===== config.mk =====
export PLATFORM = sky130hd
export DESIGN_NAME = uart_rx_flat
export DESIGN_NICKNAME = d
export VERILOG_FILES = /design/src/rtl/uart_pkg.sv /design/src/rtl/uart_rx_if.sv /design/src/rtl/uart_bit_timer.sv /design/src/rtl/uart_rx.sv /design/src/flat_wrapper.sv
export SDC_FILE = /design/constraint.sdc
export NUM_CORES = 1
export LEC_CHECK = 0
export CORE_MARGIN = 5
export CORE_UTILIZATION = 25
export DETAILED_ROUTE_END_ITERATION = 10
export PLACE_DENSITY = 0.44
export SYNTH_ARGS = -nofsm -noshare
export SYNTH_HDL_FRONTEND = slang
export SYNTH_HIERARCHICAL = 1
export SYNTH_SLANG_ARGS = --single-unit

===== constraint.sdc =====
create_clock -name i_clk -period 4.8 [get_ports i_clk]
set_clock_uncertainty 0.05 [all_clocks]
set_input_delay 0.96 -clock i_clk [delete_from_list [all_inputs] [get_ports i_clk]]
set_output_delay 0.96 -clock i_clk [all_outputs]
set_load 0.01 [all_outputs]

===== src/rtl/uart_pkg.sv =====
// Shared types and constants for the UART receiver slice.
// UART_RX_PARITY_EN adds the PARITY state to the receiver state enum.
package uart_pkg;

    localparam int unsigned DATA_W           = 8;
    localparam int unsigned DEF_CLKS_PER_BIT = 434;

    typedef logic [DATA_W-1:0] rx_byte_t;

`ifdef UART_RX_PARITY_EN
    typedef enum logic [2:0] {
        ST_IDLE,
        ST_START,
        ST_DATA,
        ST_PARITY,
        ST_STOP,
        ST_BREAK
    } rx_state_e;
`else
    typedef enum logic [2:0] {
        ST_IDLE,
        ST_START,
        ST_DATA,
        ST_STOP,
        ST_BREAK
    } rx_state_e;
`endif

endpackage


===== src/rtl/uart_rx_if.sv =====
// Receive-side byte handshake plus error strobes between uart_rx and its consumer.
// UART_RX_PARITY_EN adds the perr strobe.
interface uart_rx_if;
    import uart_pkg::*;

    rx_byte_t data;
    logic     valid;
    logic     ready;
    logic     ferr;
    logic     overrun;
`ifdef UART_RX_PARITY_EN
    logic     perr;

    modport master (output data, valid, ferr, overrun, perr, input ready);
    modport slave  (input data, valid, ferr, overrun, perr, output ready);
`else
    modport master (output data, valid, ferr, overrun, input ready);
    modport slave  (input data, valid, ferr, overrun, output ready);
`endif

endinterface


===== src/rtl/uart_bit_timer.sv =====
// Bit-period counter: wraps at CLKS_PER_BIT-1 and flags the half-bit and full-bit points.
module uart_bit_timer
    import uart_pkg::*;
#(
    parameter int unsigned CLKS_PER_BIT = DEF_CLKS_PER_BIT,
    parameter int unsigned WIDTH        = 9
) (
    input  logic i_clk,
    input  logic i_srst,
    input  logic clear,
    output logic half_tick_c,
    output logic full_tick_c
);

    localparam logic [WIDTH-1:0] LAST      = WIDTH'(CLKS_PER_BIT - 1);
    localparam logic [WIDTH-1:0] HALF_LAST = WIDTH'(CLKS_PER_BIT / 2 - 1);

    logic [WIDTH-1:0] cnt;

    always_ff @(posedge i_clk) begin
        if (i_srst || clear || (cnt == LAST)) begin
            cnt <= '0;
        end else begin
            cnt <= cnt + WIDTH'(1);
        end
    end

    assign half_tick_c = (cnt == HALF_LAST);
    assign full_tick_c = (cnt == LAST);

endmodule


===== src/rtl/uart_rx.sv =====
// UART receiver: synchronized line, mid-bit sampling, 8 data bits LSB first, 1 stop bit.
// Define UART_RX_PARITY_EN to expect an even-parity bit after bit 7 and drive perr.
module uart_rx
    import uart_pkg::*;
#(
    parameter int unsigned CLKS_PER_BIT = DEF_CLKS_PER_BIT,
    parameter int unsigned WIDTH        = 9
) (
    input  logic      i_clk,
    input  logic      i_srst,
    input  logic      i_rx,
    uart_rx_if.master rx_bus
);

    localparam logic [2:0] LAST_BIT = 3'(DATA_W - 1);

    rx_state_e state;
    rx_state_e state_nxt;

    logic     rx_meta;
    logic     rx_sync;
    logic     rx_prev;
    logic     half_tick_c;
    logic     full_tick_c;
    logic     timer_clr_c;
    logic     enter_data_c;
    logic     shift_en_c;
    logic     frame_ok_c;
    logic     ferr_c;
    logic     par_bad;
    logic [2:0] bit_cnt;
    rx_byte_t shift_q;
    rx_byte_t data_q;
    logic     valid_q;
    logic     ferr_q;
    logic     overrun_q;

`ifdef UART_RX_PARITY_EN
    logic perr_c;
    logic perr_q;
    logic par_bad_q;
`endif

    // two-flop line synchronizer plus a delayed copy for falling-edge detection
    always_ff @(posedge i_clk) begin
        if (i_srst) begin
            rx_meta <= 1'b1;
            rx_sync <= 1'b1;
            rx_prev <= 1'b1;
        end else begin
            rx_meta <= i_rx;
            rx_sync <= rx_meta;
            rx_prev <= rx_sync;
        end
    end

    uart_bit_timer #(
        .CLKS_PER_BIT (CLKS_PER_BIT),
        .WIDTH        (WIDTH)
    ) u_bit_timer (
        .i_clk       (i_clk),
        .i_srst      (i_srst),
        .clear       (timer_clr_c),
        .half_tick_c (half_tick_c),
        .full_tick_c (full_tick_c)
    );

    always_ff @(posedge i_clk) begin
        if (i_srst) begin
            state <= ST_IDLE;
        end else begin
            state <= state_nxt;
        end
    end

    always_comb begin
        state_nxt = state;
        case (state)
            ST_IDLE: begin
                if (!rx_sync && rx_prev) begin
                    state_nxt = ST_START;
                end
            end
            ST_START: begin
                if (half_tick_c) begin
                    state_nxt = rx_sync ? ST_IDLE : ST_DATA;
                end
            end
            ST_DATA: begin
                if (full_tick_c && (bit_cnt == LAST_BIT)) begin
`ifdef UART_RX_PARITY_EN
                    state_nxt = ST_PARITY;
`else
                    state_nxt = ST_STOP;
`endif
                end
            end
`ifdef UART_RX_PARITY_EN
            ST_PARITY: begin
                if (full_tick_c) begin
                    state_nxt = ST_STOP;
                end
            end
`endif
            ST_STOP: begin
                if (full_tick_c) begin
                    state_nxt = rx_sync ? ST_IDLE : ST_BREAK;
                end
            end
            ST_BREAK: begin
                if (rx_sync) begin
                    state_nxt = ST_IDLE;
                end
            end
            default: state_nxt = ST_IDLE;
        endcase
    end

    // timer is held cleared while waiting for an edge, so START always begins at count 0
    always_comb begin
        timer_clr_c  = 1'b0;
        enter_data_c = 1'b0;
        shift_en_c   = 1'b0;
        frame_ok_c   = 1'b0;
        ferr_c       = 1'b0;
`ifdef UART_RX_PARITY_EN
        perr_c       = 1'b0;
`endif
        case (state)
            ST_IDLE, ST_BREAK: begin
                timer_clr_c = 1'b1;
            end
            ST_START: begin
                if (half_tick_c) begin
                    timer_clr_c  = 1'b1;
                    enter_data_c = !rx_sync;
                end
            end
            ST_DATA: begin
                shift_en_c = full_tick_c;
            end
`ifdef UART_RX_PARITY_EN
            ST_PARITY: begin
                perr_c = full_tick_c && (rx_sync != (^shift_q));
            end
`endif
            ST_STOP: begin
                if (full_tick_c) begin
                    frame_ok_c = rx_sync && !par_bad;
                    ferr_c     = !rx_sync;
                end
            end
            default: ;
        endcase
    end

`ifdef UART_RX_PARITY_EN
    // a parity miss is remembered until the stop bit so the byte is dropped there
    always_ff @(posedge i_clk) begin
        if (i_srst) begin
            perr_q    <= 1'b0;
            par_bad_q <= 1'b0;
        end else begin
            perr_q <= perr_c;
            if (enter_data_c) begin
                par_bad_q <= 1'b0;
            end else if (perr_c) begin
                par_bad_q <= 1'b1;
            end
        end
    end

    assign par_bad     = par_bad_q;
    assign rx_bus.perr = perr_q;
`else
    assign par_bad = 1'b0;
`endif

    // shift register, output buffer and handshake
    always_ff @(posedge i_clk) begin
        if (i_srst) begin
            bit_cnt   <= '0;
            shift_q   <= '0;
            data_q    <= '0;
            valid_q   <= 1'b0;
            ferr_q    <= 1'b0;
            overrun_q <= 1'b0;
        end else begin
            ferr_q    <= ferr_c;
            overrun_q <= 1'b0;
            if (enter_data_c) begin
                bit_cnt <= '0;
            end else if (shift_en_c) begin
                bit_cnt <= bit_cnt + 3'd1;
            end
            if (shift_en_c) begin
                shift_q <= {rx_sync, shift_q[DATA_W-1:1]};
            end
            if (valid_q && rx_bus.ready) begin
                valid_q <= 1'b0;
            end
            // a consume in the same cycle frees the buffer for the new byte
            if (frame_ok_c) begin
                if (valid_q && !rx_bus.ready) begin
                    overrun_q <= 1'b1;
                end else begin
                    data_q  <= shift_q;
                    valid_q <= 1'b1;
                end
            end
        end
    end

    assign rx_bus.data    = data_q;
    assign rx_bus.valid   = valid_q;
    assign rx_bus.ferr    = ferr_q;
    assign rx_bus.overrun = overrun_q;

endmodule


===== src/flat_wrapper.sv =====
// flat-port wrapper written by rule: the top's interface ports become plain ports
module uart_rx_flat import uart_pkg::*;
#(
    parameter int unsigned CLKS_PER_BIT = DEF_CLKS_PER_BIT,
    parameter int unsigned WIDTH        = 9
)
  (i_clk, i_srst, i_rx, rx_bus_data, rx_bus_valid, rx_bus_ferr, rx_bus_overrun, rx_bus_ready);
  uart_rx_if rx_bus_i ();
  input  logic i_clk;
  input  logic i_srst;
  input  logic i_rx;
  output wire logic [$bits(rx_bus_i.data)-1:0] rx_bus_data;
  output wire logic [$bits(rx_bus_i.valid)-1:0] rx_bus_valid;
  output wire logic [$bits(rx_bus_i.ferr)-1:0] rx_bus_ferr;
  output wire logic [$bits(rx_bus_i.overrun)-1:0] rx_bus_overrun;
  input wire logic [$bits(rx_bus_i.ready)-1:0] rx_bus_ready;
  assign rx_bus_data = rx_bus_i.data;
  assign rx_bus_valid = rx_bus_i.valid;
  assign rx_bus_ferr = rx_bus_i.ferr;
  assign rx_bus_overrun = rx_bus_i.overrun;
  assign rx_bus_i.ready = rx_bus_ready;
  uart_rx #(.CLKS_PER_BIT(CLKS_PER_BIT), .WIDTH(WIDTH)) u_core (.i_clk(i_clk), .i_srst(i_srst), .i_rx(i_rx), .rx_bus(rx_bus_i));
endmodule

[Word-level counts from Yosys, hierarchy flattened]
Index checks and enable logic that the tools add are counted.
Word-level totals
  register bits after elaboration: 37
  output and inout bits: 11
Operators by class
  bitwise gates (word level): 4
  mux-type cells: 19
  $add $sub $neg: 2
  equality and inequality tests: 12
  reduce and logical (&&, ||, !) cells: 15
Operators with widths (count)
  two-way mux 3 bit: 6
  one-hot mux 3 bit (5 select lines): 1
  two-way mux 1 bit: 10
  inequality test 2 x 1 -> 1 bit (second input constant): 5
  adder 9 x 1 -> 9 bit (second input constant): 1
  == test 9 x 8 -> 1 bit (second input constant): 1
  == test 9 bit (second input constant): 1
  == test 3 x 2 -> 1 bit (second input constant): 2
  == test 3 bit (second input constant): 2
  OR reduction 2 bit: 3
  AND reduction 5 bit: 1
  logical AND 1 bit: 4
  inverter 1 bit: 4
  adder 3 x 1 -> 3 bit (second input constant): 1
  == test 3 x 1 -> 1 bit (second input constant): 1
  zero test 3 bit: 1
  OR reduction 3 bit: 1
  zero test 1 bit: 2
  logical OR 1 bit: 2
  two-way mux 2 bit: 1
  one-hot mux 1 bit (2 select lines): 1
  AND reduction 2 bit: 1

[Logic depth before layout (Yosys ltp)]
Gate-level depths: netlist of the first run.
  depth after elaboration: 5
  mapped depth: 9
  depth with buffers taken out: 9

[Hierarchy]
The synthesis of the first run kept the hierarchy.
Modules (own cells, without submodules)
  uart_rx: times used 1, sequential area each 560.5 um^2, cells an instance 134, area each 1199.9 um^2
  uart_bit_timer: times used 1, sequential area each 180.2 um^2, cells an instance 51, area each 456.7 um^2

[Worst setup path before layout of the first run]
OpenSTA, ideal clock, no wires.
  path kind: reg-to-reg
  start: register u_core.u_bit_timer.cnt[0]
  end: register u_core.data_q[0], in the netlist u_core/rx_bus.data[0]
  cell stages (with the launch flop): 8
  data arrival time: 1838 ps
  path slack: 2841 ps
  setup time: 72 ps
  data required time: 4678 ps
  cell sequence: dfxtp_1 -> ha_1 -> nand2_1 -> nor4_1 -> nand2_1 -> and4b_1 -> buf_4 -> mux2i_1
Between the ends
  word-level cells in the longest chain between the ends: 4
RTL lines
  from (decl): line uart_bit_timer.sv:18  | logic [WIDTH-1:0] cnt;
  from (signal assigned): line uart_bit_timer.sv:24  | cnt <= cnt + WIDTH'(1);
  == test 9 bit: line uart_bit_timer.sv:29  | assign full_tick_c = (cnt == LAST);
  via u_core.full_tick_c: line uart_rx.sv:24  | logic full_tick_c;
  two-way mux 1 bit: line uart_rx.sv:148  | if (full_tick_c) begin
  two-way mux 1 bit: line uart_rx.sv:129  | case (state)
  AND reduction 2 bit (no line)
  to (signal assigned): line uart_rx.sv:207  | data_q <= shift_q;
  to (decl): line uart_rx.sv:33  | rx_byte_t data_q;
The timed path passes the listed nets, and every way through them passes these cells.
A chain may end at the register's enable or synchronous reset.

[Worst setup path after layout of the first run]
  start: input i_srst
  end: register u_core.u_bit_timer.cnt[5]
Between the ends
  word-level cells in the longest chain between the ends: 2
RTL lines
  from (decl): line flat_wrapper.sv:10  | input logic i_srst;
  logical OR 1 bit (2 in series): line uart_bit_timer.sv:21  | if (i_srst || clear || (cnt == LAST)) begin
Every way passes these cells.

==> results of run 1 <==
-- critical path, cell delays in order --
cell and delay, ps:
clkdlybuf4s50_1 740, nor2_1 340, o41ai_4 200, a21oi_1 160
-- power by group --
group          internal (uW)  total, uW  switching, uW
Clock                    209        329            120
Combinational           9.01       17.7           8.71
Sequential               309        314           4.76
-- registers in the layout, indices dropped and copies added, names as in the netlist --
register and cells:
u_core/bit_cnt 3, u_core/rx_bus.data 8, u_core/rx_bus.ferr 1, u_core/rx_bus.overrun 1
u_core/rx_bus.valid 1, u_core/rx_meta 1, u_core/rx_prev 1, u_core/rx_sync 1
u_core/shift_q 8, u_core/state 3, u_core/u_bit_timer/cnt 9
-- stage by stage --
stage               worst slack, ps  hold WS, ps  util, %
floorplan                      2841        339.5        -
global placement               2220        344.2    28.86
detailed placement             2182        353.1    28.86
CTS                            2515        378.2    31.01
global route                   2342        411.4    31.01
finish                         2576        373.8    31.01
-- cell usage after synthesis, types with 2 or more instances --
master / number / area (um2)
inv_1: 4 / 15.01
nor2b_1: 2 / 12.51
clkbuf_1: 2 / 7.510
buf_2: 7 / 35.03
or2_2: 3 / 18.77
a21boi_1: 2 / 15.01
ha_1: 5 / 62.56
nor3b_1: 3 / 22.52
o21ai_0: 5 / 25.02
nor3_1: 2 / 10.01
buf_4: 2 / 15.01
xor2_1: 2 / 17.52
xnor2_1: 2 / 17.52
or3_1: 5 / 31.28
mux2i_1: 9 / 90.09
nand2_1: 41 / 153.9
dfxtp_1: 37 / 740.7
nand2b_1: 3 / 18.77
nor2_1: 8 / 30.03
nand4bb_1: 2 / 22.52
nand4_1: 3 / 18.77
a21oi_1: 15 / 75.07
nand3_1: 4 / 20.02
-- logic make-up (layout without fill, tap and decap cells) --
| group | after synthesis | after routing | synth area share, % |
|---|---|---|---|
| XOR/XNOR | 4 | 4 | 2.115 |
| adder cells (fa/ha/maj) | 5 | 5 | 3.776 |
| buffers and inverters | 16 | 28 | 4.606 |
| AO/OA/AOI/OAI | 31 | 31 | 13.22 |
| multiplexers | 9 | 9 | 5.438 |
| flip-flops | 37 | 37 | 44.71 |
| AND/OR/NAND/NOR | 83 | 83 | 26.13 |
-- cells in the final DEF, fill, tap and decap left out, types with 5 or more instances in the layout --
master           count
mux2i_1              9
clkbuf_8             5
clkdlybuf4s50_1     14
nand2_1             41
a21oi_1             15
or3_1                5
o21ai_0              5
dfxtp_1             37
ha_1                 5
nor2_1               8
-- layer usage --
metal / wire (um) / share of wire, %
met5: 0 / 0
met1: 1627 / 50
met4: 54 / 1.7
met2: 1438 / 44
met3: 119 / 3.7
-- layout make-up --
cell class / instances / area, um2 / area share (%)
Timing Repair Buffer: 15 / 147.6 / 7.454
Inverter: 5 / 18.77 / 0.9476
Clock inverter: 3 / 68.82 / 3.474
Multi-Input combinational cell: 132 / 839.6 / 42.39
Clock buffer: 5 / 68.82 / 3.474
Tap cell: 77 / 96.34 / 4.864
Sequential cell: 37 / 740.7 / 37.40
-- how the worst max path moves through the flow --
| stage | depth (start not counted) | from | slack (ps) | endpoint |
|---|---|---|---|---|
| 2_1_floorplan | 7 | u_core/u_bit_timer/cnt[0]$_SDFF_PP0_ | 2840 | u_core/rx_bus.data[0]$_SDFFE_PP0P_ |
| 3_5_place_dp | 4 | i_srst | 2180 | u_core/rx_bus.data[3]$_SDFFE_PP0P_ |
| 3_3_place_gp | 4 | i_srst | 2220 | u_core/rx_bus.data[1]$_SDFFE_PP0P_ |
| 4_1_cts | 4 | i_srst | 2520 | u_core/rx_bus.data[3]$_SDFFE_PP0P_ |
| 6_report | 4 | i_srst | 2580 | u_core/u_bit_timer/cnt[5]$_SDFF_PP0_ |
| 5_1_grt | 7 | u_core/u_bit_timer/cnt[0]$_SDFF_PP0_ | 2340 | u_core/bit_cnt[0]$_SDFFE_PP0P_ |
==> flow_summary_export.csv, run 1 <==
group,metric,value,unit
global_route,grtUsageMet3,2.975,%
layout,n_fill_cell,702,
clocking,cts_tree,"done",
synthesis,ys_seq_area_share,44.71,%
worst_hold_path,hold_depth,1,
synthesis,ys_seq_elements,37,
global_route,grt_busiest_layer,"met2",
synthesis,async_flop_share,0,%
die,die_h,91.40,um
clocking,clock_path_buffers,2,
routing,first_pass_iters,4,
setup_path,r2r_slack,2630,ps
clocking,postCtsSetupBuffers,0,
sta,worst_pin_slew,648.7,ps
routing,drt_wl_total,3240,um
die,ios,15,
routing,initialDrtViolationCount,94,
worst_hold_path,hold_end,"u_core/rx_sync$_SDFF_PP1_",
power,vdd_drop_max,140.7,uV
synthesis,ys.warnings.count,6,
sta,fin_crit_sh,46.33,%
layout,nets,205,
synthesis,syn_area,1657,um2
routing,wl_per_cell,11.82,um
die,die_area,8354,um2
setup_path,critPathRequiredTime,4970,ps
global_route,overflow,0,
setup_path,reg2reg_depth,7,
sta,hold_viol,0,
global_route,grt_pass1_vias,1292,
setup_path,criticalPathCategory,"input pin to flop",
placed_design,dp_hpwl,2278,um
placed_design,gp_congestion,0.6893,
layout,final-instance-count-excl-fill,274,
sta,period_needed,2224,ps
global_route,grt_max_degree,20,
clocking,path_clk_slew,80,ps
synthesis,ys_types,40,
setup_path,reg2reg_from,"u_core/u_bit_timer/cnt[0]$_SDFF_PP0_",
sta,slew_viol_final,0,
placed_design,dpl_cell_area,1843,um2
global_route,grt_util_met2,14.02,%
die,fp.dieW,91.40,um
routing,vias,1257,
synthesis,syn_inst,185,
worst_hold_path,hold_class,"flop to flop",
setup_path,cp_max_fo,19,
power,p_leak,0.0006588,uW
routing,postRouteAntennaNets,0,
sta,relSlewSlack,56.62,%
power,power_density,333.6,nW/um2
global_route,grt_use_met1,10.54,%
sta,setup_violations,0,
die,initial_utilization,25.94,%
placed_design,place_inst,266,
synthesis,synth-edff-count,0,
setup_path,worstPathArrival,2390,ps
clocking,htree_levels,2,
sta,fin_setup_tns,0,ps
global_route,grt_pass1_wl,5982,um
setup_path,cp-start-kind,"input pin",
synthesis,syn_avg_cell_area,8.955,um2
routing,drc,0,
clocking,cts_inserted_buffers,5,
run,maxCapViolations,0,
synthesis,ys_dominant_reg_cell,"dfxtp_1",
layout,drive_gt1_share,8.629,%
global_route,grt_use_total,8.764,%
routing,viasPerCell,4.588,
layout,postLayoutCellArea,1981,um2
power,p_total,660.7,uW
clocking,cts_resized,0,
sta,fmaxAchievable,0.4497,GHz
layout,area_delta_synth_final,19.56,%
global_route,antenna_found_initial,0,
setup_path,r2r-end,"u_core/rx_bus.data[1]$_SDFFE_PP0P_",
clocking,clk_latency,290,ps
clocking,root_buffer,"clkbuf_8",
die,core,6386,um2
layout,antenna_cells,0,
clocking,hold_buffers,0,
worst_hold_path,hp-start,"u_core/rx_meta$_SDFF_PP1_",
die,num_rows,29,
placed_design,io_buffers,14,
clocking,cts_num_sinks,37,
setup_path,setup.worst_path.end_class,"flop",
sta,rsz0062_at_grt,"false",
outcome,status,"finished, final reports clean",
synthesis,syn-num-nets,194,
(Power assumes the default switching activity.)
==> run 2, diff against run 1 <==
==> constraint.sdc (replaced) <==
create_clock -name i_clk -period 2.27 [get_ports i_clk]
set_clock_uncertainty 0.05 [all_clocks]
set_input_delay 0.454 -clock i_clk [delete_from_list [all_inputs] [get_ports i_clk]]
set_output_delay 0.454 -clock i_clk [all_outputs]
set_load 0.01 [all_outputs]
==> flow_summary_export.csv, run 2 (synthesis results as in run 1) <==
group,metric,value,unit
setup_path,reg2reg_depth,8,
sta,worst_pin_slew,562.9,ps
setup_path,reg2reg_from,"u_core/u_bit_timer/cnt[0]$_SDFF_PP0_",
setup_path,r2r-end,"u_core/shift_q[7]$_SDFFE_PP0P_",
sta,rsz0062_at_grt,"false",
clocking,path_clk_slew,80,ps
worst_hold_path,hold_class,"flop to flop",
setup_path,worstPathArrival,2110,ps
clocking,cts_inserted_buffers,5,
setup_path,criticalPathCategory,"flop to flop",
layout,antenna_cells,0,
routing,initialDrtViolationCount,76,
sta,slew_viol_final,0,
setup_path,critPathRequiredTime,2390,ps
setup_path,critPathLaunch,"u_core/u_bit_timer/cnt[0]$_SDFF_PP0_",
sta,fmaxAchievable,0.5036,GHz
layout,final_util,30.74,%
global_route,overflow,0,
die,die_h,91.40,um
die,fp.dieW,91.40,um
power,vdd_drop_max,185.2,uV
clocking,htree_levels,2,
layout,postLayoutCellArea,1963,um2
global_route,antenna_found_initial,0,
layout,largest_reg_flops,9,
die,initial_utilization,25.94,%
setup_path,setup.worst_path.end_class,"flop",
setup_path,r2r_slack,280,ps
clocking,clk_latency,290,ps
clocking,cts_resized,0,
sta,relSlewSlack,62.35,%
die,ios,15,
sta,fin_crit_sh,87.47,%
routing,drc,0,
clocking,root_buffer,"clkbuf_8",
setup_path,crit_path_end,"u_core/shift_q[7]$_SDFFE_PP0P_",
placed_design,place_worst_setup_slack,269.8,ps
clocking,hold_buffers,0,
setup_path,cp-start-kind,"flop",
global_route,grt_max_degree,18,
clocking,cts_tree,"done",
routing,viasPerCell,4.513,
placed_design,dp_hpwl,2372,um
placed_design,dpl_cell_area,1881,um2
run,maxCapViolations,0,
die,core,6386,um2
routing,postRouteAntennaNets,0,
die,die_area,8354,um2
routing,vias,1259,
layout,drive_gt1_share,10.40,%
power,p_leak,0.0006604,uW
placed_design,io_buffers,14,
sta,fin_setup_tns,0,ps
layout,nets,210,
clocking,clock_path_buffers,2,
global_route,grt_use_total,8.877,%
layout,final_common_cell,"nand2_1",
clocking,postCtsSetupBuffers,0,
die,num_rows,29,
layout,layout_common_cells,"nand2_1 (41), dfxtp_1 (37), a21oi_1 (15)",
layout,area_delta_synth_final,18.50,%
sta,setup_violations,0,
setup_path,path_cells,"ha_1, nand2_1, nor4_1, buf_4, nand4bb_1, buf_4, nand2_1, a21oi_1",
power,power_density,580.9,nW/um2
layout,top_register,"u_core/u_bit_timer/cnt",
setup_path,cp_max_fo,7,
setup_path,worst_path_largest_cell_delay,400,ps
placed_design,gp_congestion,0.7155,
setup_path,slowest_stage,"dfxtp_1",
global_route,grt_pass1_wl,6065,um
power,p_total,1140,uW
sta,period_needed,1986,ps
sta,hold_viol,0,
sta,worst_slack,284.4,ps
routing,drt_wl_total,3338,um
clocking,cts_num_sinks,37,
global_route,grt_pass1_vias,1287,
routing,wl_per_cell,11.96,um
outcome,status,"finished, final reports clean",
routing,first_pass_iters,6,
[run 2: critical path: cells and delay by family, from the launching register on]
family	cells	cell delay [ps]
and+or+nand+nor	4	720
DFF	1	400
AOI/OAI and AO/OA	1	60
buffers and inverters	2	470
adders and majority gates	1	170
[run 2: power by group]
group	internal (uW)	switching, uW
Sequential	654	10.6
Clock	213	224
Combinational	20.2	19.6
[run 2: cell type report]
| class | count | area (um2) |
|---|---|---|
| inverter | 5 | 18.77 |
| clock buffer | 6 | 72.57 |
| clock inverter | 2 | 10.01 |
| timing repair buffer | 20 | 185.2 |
| fill | 700 | 4423 |
| sequential | 37 | 740.7 |
| multi-input combinational | 132 | 839.6 |
| tap | 77 | 96.34 |
[run 2: per-stage QoR]
step                      instances  hold slack (ps)
final                           279            356.6
after global routing            279            365.2
after CTS                       279            355.7
after detailed placement        271            351.0
after global placement          271            352.9
after floorplan                 185            339.5
[run 2: layer usage]
| layer | global-route usage [%] | wire [um] | vias up |
|---|---|---|---|
| li1 | - | - | 668 |
| met3 | 2.810 | 115 | 5 |
| met1 | 11.02 | 1656 | 572 |
| met5 | 0 | 0 | - |
| met2 | 14.14 | 1501 | 14 |
| met4 | 3.667 | 64 | 0 |
[run 2: worst min path at each step]
stage	from	endpoint	slack, ps	depth (start not counted)
finish	u_core/rx_meta$_SDFF_PP1_	u_core/rx_sync$_SDFF_PP1_	360	1
detailed placement	u_core/rx_meta$_SDFF_PP1_	u_core/rx_sync$_SDFF_PP1_	350	1
global placement	u_core/rx_meta$_SDFF_PP1_	u_core/rx_sync$_SDFF_PP1_	350	1
global route	u_core/rx_meta$_SDFF_PP1_	u_core/rx_sync$_SDFF_PP1_	370	1
CTS	u_core/rx_meta$_SDFF_PP1_	u_core/rx_sync$_SDFF_PP1_	360	1
floorplan	u_core/rx_meta$_SDFF_PP1_	u_core/rx_sync$_SDFF_PP1_	340	1
==> run 3, diff against run 2 <==
--- a/config.mk
+++ b/config.mk
@@ -8,6 +8,7 @@
 export CORE_MARGIN = 5
 export CORE_UTILIZATION = 25
 export DETAILED_ROUTE_END_ITERATION = 10
+export GPL_ROUTABILITY_DRIVEN = 0
 export PLACE_DENSITY = 0.44
 export SYNTH_ARGS = -nofsm -noshare
 export SYNTH_HDL_FRONTEND = slang
==> constraint.sdc (replaced) <==
create_clock -name i_clk -period 2.27 [get_ports i_clk]
set_clock_uncertainty 0.05 [all_clocks]
set_input_delay 0.3405 -clock i_clk [delete_from_list [all_inputs] [get_ports i_clk]]
set_output_delay 0.3405 -clock i_clk [all_outputs]
set_load 0.01 [all_outputs]
==> flow_summary_export.csv, run 3 (synthesis results as in run 1) <==
group,metric,value,unit
clocking,clock_path_buffers,2,
layout,drive_gt1_share,10.40,%
worst_hold_path,hold_class,"flop to flop",
sta,fin_crit_sh,86.10,%
power,p_switching,266.7,uW
global_route,grt_busiest_layer,"met2",
clocking,cts_inserted_buffers,5,
global_route,antenna_found_initial,0,
power,p_int,1003,uW
global_route,grtUsageMet3,2.645,%
routing,viasPerCell,4.649,
layout,largest_reg_flops,9,
die,ios,15,
routing,vias,1297,
layout,layout_common_cells,"nand2_1 (41), dfxtp_1 (37), a21oi_1 (15)",
clocking,cts_tree,"done",
die,die_h,91.40,um
outcome,status,"finished, final reports clean",
clocking,cts_num_sinks,37,
routing,wl_per_cell,12.22,um
power,power_frac_seq,52.3,%
power,swShare,21.00,%
clocking,clk_latency,290,ps
sta,slew_viol_final,0,
routing,drc,0,
routing,postRouteAntennaNets,0,
setup_path,cp-start-kind,"flop",
setup_path,cp_max_fo,8,
sta,fmaxAchievable,0.5117,GHz
layout,multiInputGateArea,839.6,um2
sta,setup_violations,0,
sta,fin_setup_tns,0,ps
sta,period_needed,1954,ps
layout,final_common_cell,"nand2_1",
setup_path,critPathRequiredTime,2430,ps
global_route,grt_util_met2,12.95,%
layout,area_delta_synth_final,20.24,%
power,p_total,1270,uW
placed_design,io_buffers,14,
sta,worst_pin_slew,588.9,ps
sta,hold_viol,0,
placed_design,dp_hpwl,2344,um
routing,initialDrtViolationCount,82,
die,core,6386,um2
routing,drt_wl_total,3408,um
clocking,postCtsSetupBuffers,0,
sta,relSlewSlack,60.61,%
setup_path,setup.worst_path.end_class,"flop",
power,p_leak,0.0006708,uW
layout,top_register,"u_core/u_bit_timer/cnt",
power,power_density,637.6,nW/um2
routing,first_pass_iters,5,
clocking,cts_resized,0,
die,num_rows,29,
power,pwr-share-comb,3.1,%
setup_path,worstPathArrival,2120,ps
global_route,grt_use_met1,11.51,%
run,maxCapViolations,0,
layout,seqCellArea,740.7,um2
global_route,overflow,0,
sta,rsz0062_at_grt,"false",
setup_path,criticalPathCategory,"flop to flop",
layout,antenna_cells,0,
power,vdd_drop_max,346.9,uV
die,die_area,8354,um2
clocking,htree_levels,2,
power,power.share.clock,44.6,%
layout,n_fill_cell,667,
die,fp.dieW,91.40,um
global_route,grt_use_total,8.666,%
clocking,root_buffer,"clkbuf_8",
global_route,grt_pass1_wl,5934,um
global_route,grt_max_degree,18,
layout,nets,210,
die,initial_utilization,25.94,%
global_route,grt_pass1_vias,1206,
clocking,path_clk_slew,80,ps
clocking,hold_buffers,0,
## run 3: critical path, cell delays in order, from the launching register on
cell	delay, ps
dfxtp_1	400
ha_1	160
nand2_1	90
nor4_1	250
buf_4	190
nand2_1	80
and4b_1	280
buf_4	190
mux2i_1	190
## run 3: final timing paths
path	to	slack (ps)	cells after the start	from
worst min-delay path	u_core/rx_sync$_SDFF_PP1_	360	1	u_core/rx_meta$_SDFF_PP1_
worst max register to register	u_core/rx_bus.data[7]$_SDFFE_PP0P_	320	8	u_core/u_bit_timer/cnt[0]$_SDFF_PP0_
worst min register to register	u_core/rx_sync$_SDFF_PP1_	360	1	u_core/rx_meta$_SDFF_PP1_
worst max-delay path	u_core/rx_bus.data[7]$_SDFFE_PP0P_	320	8	u_core/u_bit_timer/cnt[0]$_SDFF_PP0_
## run 3: cell type report
| cell class | count | area share, % |
|---|---|---|
| Multi-Input combinational cell | 132 | 42.15 |
| Tap cell | 77 | 4.837 |
| Clock inverter | 2 | 1.947 |
| Sequential cell | 37 | 37.19 |
| Clock buffer | 6 | 3.643 |
| Inverter | 5 | 0.9422 |
| Timing Repair Buffer | 20 | 9.297 |
## run 3: routing by layer
| metal | vias up | routed length [um] |
|---|---|---|
| li1 | 668 | - |
| met1 | 610 | 1712 |
| met2 | 17 | 1539 |
| met3 | 2 | 127 |
| met4 | 0 | 29 |
| met5 | - | 0 |
## run 3: power groups by stage
stage	Combinational, uW	Clock [uW]	Sequential (uW)
after floorplan	35.1	0	671
after global placement	40.5	0	679
after detailed placement	40.9	0	679
after CTS	40.9	592	664
after global routing	45.2	616	666
final	40.0	566	664
## run 3: through the flow
stage	area, um2	setup WS (ps)	hold WS [ps]	std cells	utilization, %
after detailed placement	1881	322.5	352.3	271	29.45
after CTS	1992	296.9	362.4	279	31.19
after floorplan	1657	310.7	339.5	185	-
final	1992	315.6	361.5	279	31.19
after global placement	1881	356.6	353.0	271	29.45
after global routing	1992	87.86	382.2	279	31.19
